File: config.mk
export PLATFORM = sky130hd
export DESIGN_NAME = if_id_buffer
export DESIGN_NICKNAME = d
export VERILOG_FILES = /design/src/rtl/fetch_pkg.sv /design/src/rtl/if_id_slot.sv /design/src/rtl/if_id_buffer.sv
export SDC_FILE = /design/constraint.sdc
export NUM_CORES = 1
export LEC_CHECK = 0
export CORE_AREA = 2 2 91 93
export DETAILED_ROUTE_END_ITERATION = 6
export DIE_AREA = 0 0 93 95
export PLACE_DENSITY = 0.91
export SYNTH_ARGS = -nofsm -noshare
export SYNTH_HDL_FRONTEND = slang
export SYNTH_SLANG_ARGS = --single-unit
File: constraint.sdc
create_clock -name clk -period 4.2 [get_ports clk]
set_clock_uncertainty 0.2 [all_clocks]
set_input_delay 0.84 -clock clk [delete_from_list [all_inputs] [get_ports clk]]
set_output_delay 0.84 -clock clk [all_outputs]
set_load 0.01 [all_outputs]
File: src/rtl/fetch_pkg.sv
`default_nettype none
// ============================================================================
// Module   : fetch_pkg
// Purpose  : Shared fetch-stage types and constants (beat layout, IF/ID states).
// Revision : 1.0 - initial release
// ============================================================================
package fetch_pkg;

   localparam int ADDR_W_DEFAULT = 32;
   localparam int DATA_W_DEFAULT = 32;
   localparam int PC_STEP        = 4;

   typedef enum logic [1:0] {
      EMPTY = 2'd0,
      ONE   = 2'd1,
      FULL  = 2'd2
   } state_e;

   typedef struct packed {
      logic [ADDR_W_DEFAULT-1:0] pc;
      logic [DATA_W_DEFAULT-1:0] instr;
   } beat_t;

endpackage
`default_nettype wire

File: src/rtl/if_id_slot.sv
`default_nettype none
// ============================================================================
// Module   : if_id_slot
// Purpose  : Load-enabled fetch-beat register (PC + instruction), async reset to 0.
// Revision : 1.0 - initial release
// ============================================================================
module if_id_slot
   import fetch_pkg::*;
#(
   parameter int ADDR_W = ADDR_W_DEFAULT,
   parameter int DATA_W = DATA_W_DEFAULT
) (
   input  logic              clk,
   input  logic              rst_n,
   input  logic              ld_i,
   input  logic [ADDR_W-1:0] pc_i,
   input  logic [DATA_W-1:0] instr_i,
   output logic [ADDR_W-1:0] pc_o,
   output logic [DATA_W-1:0] instr_o
);

   logic [ADDR_W-1:0] pc_q;
   logic [DATA_W-1:0] instr_q;

   always_ff @(posedge clk or negedge rst_n) begin
      if (!rst_n) begin
         pc_q    <= '0;
         instr_q <= '0;
      end else if (ld_i) begin
         pc_q    <= pc_i;
         instr_q <= instr_i;
      end
   end

   assign pc_o    = pc_q;
   assign instr_o = instr_q;

endmodule
`default_nettype wire

File: src/rtl/if_id_buffer.sv
`default_nettype none
// ============================================================================
// Module   : if_id_buffer
// Purpose  : Fetch-to-decode buffer; main slot plus optional skid slot (IF_ID_SKID_EN).
// Revision : 1.0 - initial release
// ============================================================================
module if_id_buffer
   import fetch_pkg::*;
#(
   parameter int ADDR_W = ADDR_W_DEFAULT,
   parameter int DATA_W = DATA_W_DEFAULT
) (
   input  logic              clk,
   input  logic              rst_n,
   input  logic              f_valid,
   output logic              f_ready,
   input  logic [ADDR_W-1:0] f_pc,
   input  logic [DATA_W-1:0] f_instr,
   input  logic              flush,
   output logic              d_valid,
   input  logic              d_ready,
   output logic [ADDR_W-1:0] d_pc,
   output logic [ADDR_W-1:0] d_pc4,
   output logic [DATA_W-1:0] d_instr,
   output logic [1:0]        count
);

   state_e            state_q, state_d;
   logic              main_ld;
   logic [ADDR_W-1:0] main_pc_d, main_pc_q;
   logic [DATA_W-1:0] main_instr_d, main_instr_q;
   logic              in_xfer, out_xfer;

   assign d_valid  = (state_q != EMPTY);
   assign in_xfer  = f_valid & f_ready;
   assign out_xfer = d_valid & d_ready;

`ifdef IF_ID_SKID_EN
   logic              skid_ld, main_from_skid;
   logic              f_ready_q, f_ready_d;
   logic [ADDR_W-1:0] skid_pc_q;
   logic [DATA_W-1:0] skid_instr_q;

   always_comb begin
      state_d        = state_q;
      main_ld        = 1'b0;
      main_from_skid = 1'b0;
      skid_ld        = 1'b0;
      case (state_q)
         EMPTY: begin
            if (in_xfer) begin
               state_d = ONE;
               main_ld = 1'b1;
            end
         end
         ONE: begin
            if (in_xfer && !out_xfer) begin
               state_d = FULL;
               skid_ld = 1'b1;
            end else if (in_xfer && out_xfer) begin
               main_ld = 1'b1;
            end else if (out_xfer) begin
               state_d = EMPTY;
            end
         end
         FULL: begin
            if (out_xfer) begin
               state_d        = ONE;
               main_ld        = 1'b1;
               main_from_skid = 1'b1;
            end
         end
         default: state_d = EMPTY;
      endcase
      // Flush wins; payload loads are suppressed since their contents no longer matter.
      if (flush) begin
         state_d        = EMPTY;
         main_ld        = 1'b0;
         main_from_skid = 1'b0;
         skid_ld        = 1'b0;
      end
   end

   assign f_ready_d = (state_d != FULL);

   always_ff @(posedge clk or negedge rst_n) begin
      if (!rst_n) begin
         f_ready_q <= 1'b0;
      end else begin
         f_ready_q <= f_ready_d;
      end
   end

   assign f_ready      = f_ready_q;
   assign main_pc_d    = main_from_skid ? skid_pc_q    : f_pc;
   assign main_instr_d = main_from_skid ? skid_instr_q : f_instr;

   if_id_slot #(
      .ADDR_W (ADDR_W),
      .DATA_W (DATA_W)
   ) u_skid_slot (
      .clk     (clk),
      .rst_n   (rst_n),
      .ld_i    (skid_ld),
      .pc_i    (f_pc),
      .instr_i (f_instr),
      .pc_o    (skid_pc_q),
      .instr_o (skid_instr_q)
   );
`else
   logic rst_rel_q;

   always_comb begin
      state_d = state_q;
      main_ld = 1'b0;
      case (state_q)
         EMPTY: begin
            if (in_xfer) begin
               state_d = ONE;
               main_ld = 1'b1;
            end
         end
         ONE: begin
            if (in_xfer) begin
               main_ld = 1'b1;
            end else if (out_xfer) begin
               state_d = EMPTY;
            end
         end
         default: state_d = EMPTY;
      endcase
      if (flush) begin
         state_d = EMPTY;
         main_ld = 1'b0;
      end
   end

   // Holds f_ready low until the first edge after reset release.
   always_ff @(posedge clk or negedge rst_n) begin
      if (!rst_n) begin
         rst_rel_q <= 1'b0;
      end else begin
         rst_rel_q <= 1'b1;
      end
   end

   assign f_ready      = rst_rel_q & (!d_valid | d_ready);
   assign main_pc_d    = f_pc;
   assign main_instr_d = f_instr;
`endif

   always_ff @(posedge clk or negedge rst_n) begin
      if (!rst_n) begin
         state_q <= EMPTY;
      end else begin
         state_q <= state_d;
      end
   end

   if_id_slot #(
      .ADDR_W (ADDR_W),
      .DATA_W (DATA_W)
   ) u_main_slot (
      .clk     (clk),
      .rst_n   (rst_n),
      .ld_i    (main_ld),
      .pc_i    (main_pc_d),
      .instr_i (main_instr_d),
      .pc_o    (main_pc_q),
      .instr_o (main_instr_q)
   );

   assign d_pc    = main_pc_q;
   assign d_instr = main_instr_q;
   // Gated so the idle/reset value reads 0 rather than PC_STEP.
   assign d_pc4   = d_valid ? (main_pc_q + ADDR_W'(PC_STEP)) : '0;
   assign count   = state_q;

endmodule
`default_nettype wire

# Word level (Yosys, flattened, before mapping)
# Cells that the tools add are included.
[classes]
n_addsub = 1
n_mul = 0
div = 0
n_lt_le_gt_ge = 0
n_eq_ne = 4
shift = 0
mux = 9
n_bitwise = 4
n_reduce_logical = 5
[ops]
columns = ["cell", "n"]
rows = [
  ["adder 32 x 3 -> 32 bit (second input constant)", 1],
  ["2-to-1 mux 32 bit", 1],
  ["!= test 3 bit (second input constant)", 3],
  ["2-to-1 mux 2 bit", 4],
  ["one-hot mux 2 bit (2 select lines)", 1],
  ["bitwise AND 1 bit", 3],
  ["2-to-1 mux 1 bit", 3],
  ["AND reduction 3 bit", 1],
  ["equality test 2 x 1 -> 1 bit (second input constant)", 1],
  ["zero test 2 bit", 1],
  ["nonzero test 2 bit", 1],
  ["OR reduction 2 bit", 1],
  ["zero test 1 bit", 1],
  ["OR 1 bit", 1],
]
[totals]
register_bits = 67
latch_bits = 0
ram_bits = 0
rom_bits = 0
in_bits = 69
n_memories = 0

# Logic depth before layout (Yosys ltp)
# Gate-level depths: netlist (run 1).
[depth]
depth_word = 8
depth_mapped = 6

# Modules after synthesis
# A second synthesis (run 1) with hierarchy kept.
[hier_totals]
cells_unflattened = 278
hier_area_um2 = 3618.5
[modules_own_cells]
columns = ["module", "n_inst", "cells_each", "area_per_inst_um2", "seq_area_each_um2"]
rows = [
  ["if_id_slot", 1, 135, 2678.8, 1601.5],
  ["if_id_buffer", 1, 143, 939.7, 50.0],
]

# Worst setup path after synthesis (run 1)
# Ideal clock, no wire load.
[synth_timing]
path_type = "register -> output"
start = "register u_main_slot.pc_q[2] (netlist: u_main_slot.pc_o[2])"
end = "output d_pc4[26]"
arrival_time_ps = 1983
path_slack_ps = 1177
stages_incl_launch_ff = 6
path_buffers = 0
cell_sequence = "dfrtp_1 > ha_1 > nand3_1 > or4_4 > or4_1 > a21boi_0"
[synth_between]
elab_chain_len = 2
[synth_rtl]
columns = ["item", "line", "text"]
rows = [
  ["start, declared", "if_id_slot.sv:22", "logic [ADDR_W-1:0] pc_q;"],
  ["start signal, assigned", "if_id_slot.sv:30", "pc_q <= pc_i;"],
  ["adder 32 x 3 -> 32 bit", "if_id_buffer.sv:176", "assign d_pc4 = d_valid ? (main_pc_q + ADDR_W'(PC_STEP)) : '0;"],
  ["2-to-1 mux 32 bit", "if_id_buffer.sv:176", ""],
  ["end, declared", "if_id_buffer.sv:23", "output logic [ADDR_W-1:0] d_pc4,"],
]
# Every way passes these cells.

# Final worst setup path (run 1)
[layout_timing]
start = "register u_main_slot.pc_q[8] (netlist: u_main_slot.pc_o[8])"
end = "output d_pc4[25]"
# The elaborated chain is that of the path after synthesis.

==> results of run 1 <==
through the flow:
stage | hold slack, ps | utilization
after floorplan | 344 | -
after global placement | 287 | 0.635
after detailed placement | 295 | 0.635
after CTS | 311 | 0.666
after global routing | 328 | 0.666
final | 305 | 0.666
critical path, stage by stage, from the launching register on:
cell             delay [ps]
dfrtp_1                 470
nand4_2                 200
or4_4                   650
or3_1                   370
a21boi_0                300
clkdlybuf4s50_1         610
sequential cells by signal, summed over array words and instances, names as in the netlist:
| register | flops |
|---|---|
| count | 1 |
| u_main_slot.pc_o | 32 |
| rst_rel_q | 1 |
| u_main_slot.instr_o | 32 |
report_power, final:
group / switching, uW / internal, uW
sequential: 131 / 763
clock: 249 / 413
combinational: 254 / 439
Yosys cell counts (all sizes together):
master	count	share of area
dfrtp	66	0.50
mux2	64	0.22
a21boi	15	0.034
and2	15	0.029
o21ai	14	0.021
or3	14	0.027
clkbuf	9	0.011
nand2	9	0.010
nand3	9	0.014
buf	8	0.016
nand4	8	0.017
xnor2	7	0.019
inv	6	0.0068
nor3	4	0.0061
or4	4	0.011
xor2	4	0.011
and3	3	0.0057
nor4	3	0.0057
and4	2	0.0053
conb	2	0.0023
nand2b	2	0.0038
nor2b	2	0.0038
o31ai	2	0.0046
ha	1	0.0038
mux2i	1	0.0030
nand3b	1	0.0023
o311ai	1	0.0027
o41ai	1	0.0027
or2	1	0.0019
logic make-up after synthesis:
group,Yosys count,share of synthesized area
compound gates,33,0.0654
buf+inv,23,0.0331
simple gates,77,0.142
mux,65,0.222
fa+ha+maj,1,0.00380
flops,66,0.502
xor+xnor,11,0.0293
other cells,2,0.00228
worst max-delay path by stage:
stage / slack [ps] / endpoint / startpoint / cells past startpoint
final: 230 / d_pc4[25] / u_main_slot.pc_o[8] / 5
after detailed placement: 620 / d_pc4[28] / u_main_slot.pc_o[2] / 6
after floorplan: 1180 / d_pc4[26] / u_main_slot.pc_o[2] / 5
after CTS: 230 / d_pc4[28] / u_main_slot.pc_o[2] / 6
after global routing: 60 / d_pc4[25] / u_main_slot.pc_o[8] / 5
after global placement: 660 / d_pc4[28] / u_main_slot.pc_o[2] / 6
metal layers:
metal,track usage,part of all wire,vias up
li1,-,-,1320
met1,0.237,0.39,1366
met2,0.351,0.51,131
met3,0.0527,0.077,19
met4,0.0858,0.021,0
met5,0,0,-
layout make-up:
class,instances,area [um2],area share
Clock buffer,10,138,0.0261
Clock inverter,6,113,0.0213
Inverter,6,22.5,0.00426
Multi-Input combinational cell,189,1530,0.290
Sequential cell,66,1650,0.313
Tap cell,105,131,0.0249
Timing Repair Buffer,171,1700,0.321
==> run_results.csv, run 1 <==
group,metric,value,unit
cts,clock_path_buffers,2,
worst_hold_path,holdPathStages,1,
power,total_power,2250,uW
setup_path,rrSetupSlack,1930,ps
synthesis,yosysSeqAreaShare,0.502,
setup_path,r2r-end,"u_main_slot.pc_o[31]",
placement,port_buffers,167,
floorplanning,die_area,0.00884,mm2
floorplanning,ioPinCount,169,
cts,post_cts_resized,0,
placement,post-place-ws,617,ps
timing,tightest_slew,953,ps
power,p_leak,0.00208,uW
cts,clock_sinks,66,
synthesis,synthCells,278,
grt,grt_start_max_net_pins,44,
timing,worst_slack,228,ps
timing,timing.final.crit_period,3970,ps
setup_path,cp-start-kind,"flop",
timing,slew_headroom,0.364,
power,ir_drop,0.244,mV
setup_path,worst_setup_path_end_kind,"output port",
layout,nets,513,
floorplanning,start_util,0.415,
layout,antenna_cells,0,
outcome,outcome,"completed",
grt,antenna_found_initial,0,
power,p_per_area,426,mW/mm2
drt,routed_wl,8.84,mm
cts,hold_buffers,0,
worst_hold_path,hold_class,"flop to flop",
cts,clk_latency,330,ps
drt,wl_per_cell,16.0,um
timing,setup_viol,0,
drt,num_vias,2836,
layout,final_common_cell,"clkdlybuf4s50_1",
grt,grt_pass1_vias,2800,
timing,max_clock_freq,252,MHz
placement,dp_hpwl,6.63,mm
placement,placedCellCount,537,
synthesis,syn_area_per_cell,11.8,um2
layout,syn_to_final_growth,60.5,%
cts,clk_pin_slew,70,ps
timing,finalMaxSlewViolations,0,
grt,overflow,0,
drt,drcViolationCount,0,
cts,numCtsBuffers,9,
cts,cts_tree,"built",
layout,layout_common_cells,"clkdlybuf4s50_1, dfrtp_1, mux2_2",
timing,finalCritPeriodShare,0.946,
synthesis,ys.warnings.count,0,
cts,cts_setup_buffers,0,
floorplanning,core,0.00793,mm2
setup_path,worstSetupPathType,"flop to output port",
floorplanning,fp.dieH,95,um
drt,postRouteAntennaNets,0,
grt,grt_pass1_wl,13.9,mm
cts,cts_max_level,3,
layout,nFillCells,620,
synthesis,mappedNetlistArea,0.00329,mm2
setup_path,r2r_start,"count[0]",
setup_path,critPathMaxFanout,15,
drt,drt_iter0_markers,92,
layout,finalInstanceArea,0.00528,mm2
job,cap_violations,0,
setup_path,crit_arrival,2930,ps
drt,dr.pass1.iters,4,
setup_path,required,3160,ps
floorplanning,rows,33,
setup_path,reg2reg_depth,5,
worst_hold_path,min_to,"u_main_slot.instr_o[30]",
layout,drive_above_1_share,0.199,
timing,fin_tns_setup,0,ps
synthesis,syn_nets,348,
placement,dpl_cell_area,0.00503,mm2
timing,rsz0062_at_grt,"false",
cts,cts_root_buffer,"clkbuf_8",
synthesis,synth-seq-cells,66,
grt,grt_use_total,0.202,
layout,stdcell_count,553,
floorplanning,die_width,93,um
drt,viasPerCell,5.13,
timing,hold_viol,0,
worst_hold_path,min_from,"u_main_slot.instr_o[30]",
placement,gp_congestion,0.883,
synthesis,synth_cell_types,35,
No activity file was read; power rests on OpenSTA's default activity.
==> run 2, diff against run 1 <==
--- a/config.mk
+++ b/config.mk
@@ -6,6 +6,7 @@
 export NUM_CORES = 1
 export LEC_CHECK = 0
 export CORE_AREA = 2 2 91 93
+export CTS_CLUSTER_DIAMETER = 50
 export DETAILED_ROUTE_END_ITERATION = 6
 export DIE_AREA = 0 0 93 95
 export PLACE_DENSITY = 0.91
==> results of run 2 <==
The final DEF is identical to that of run 1; final timing and power are the same.
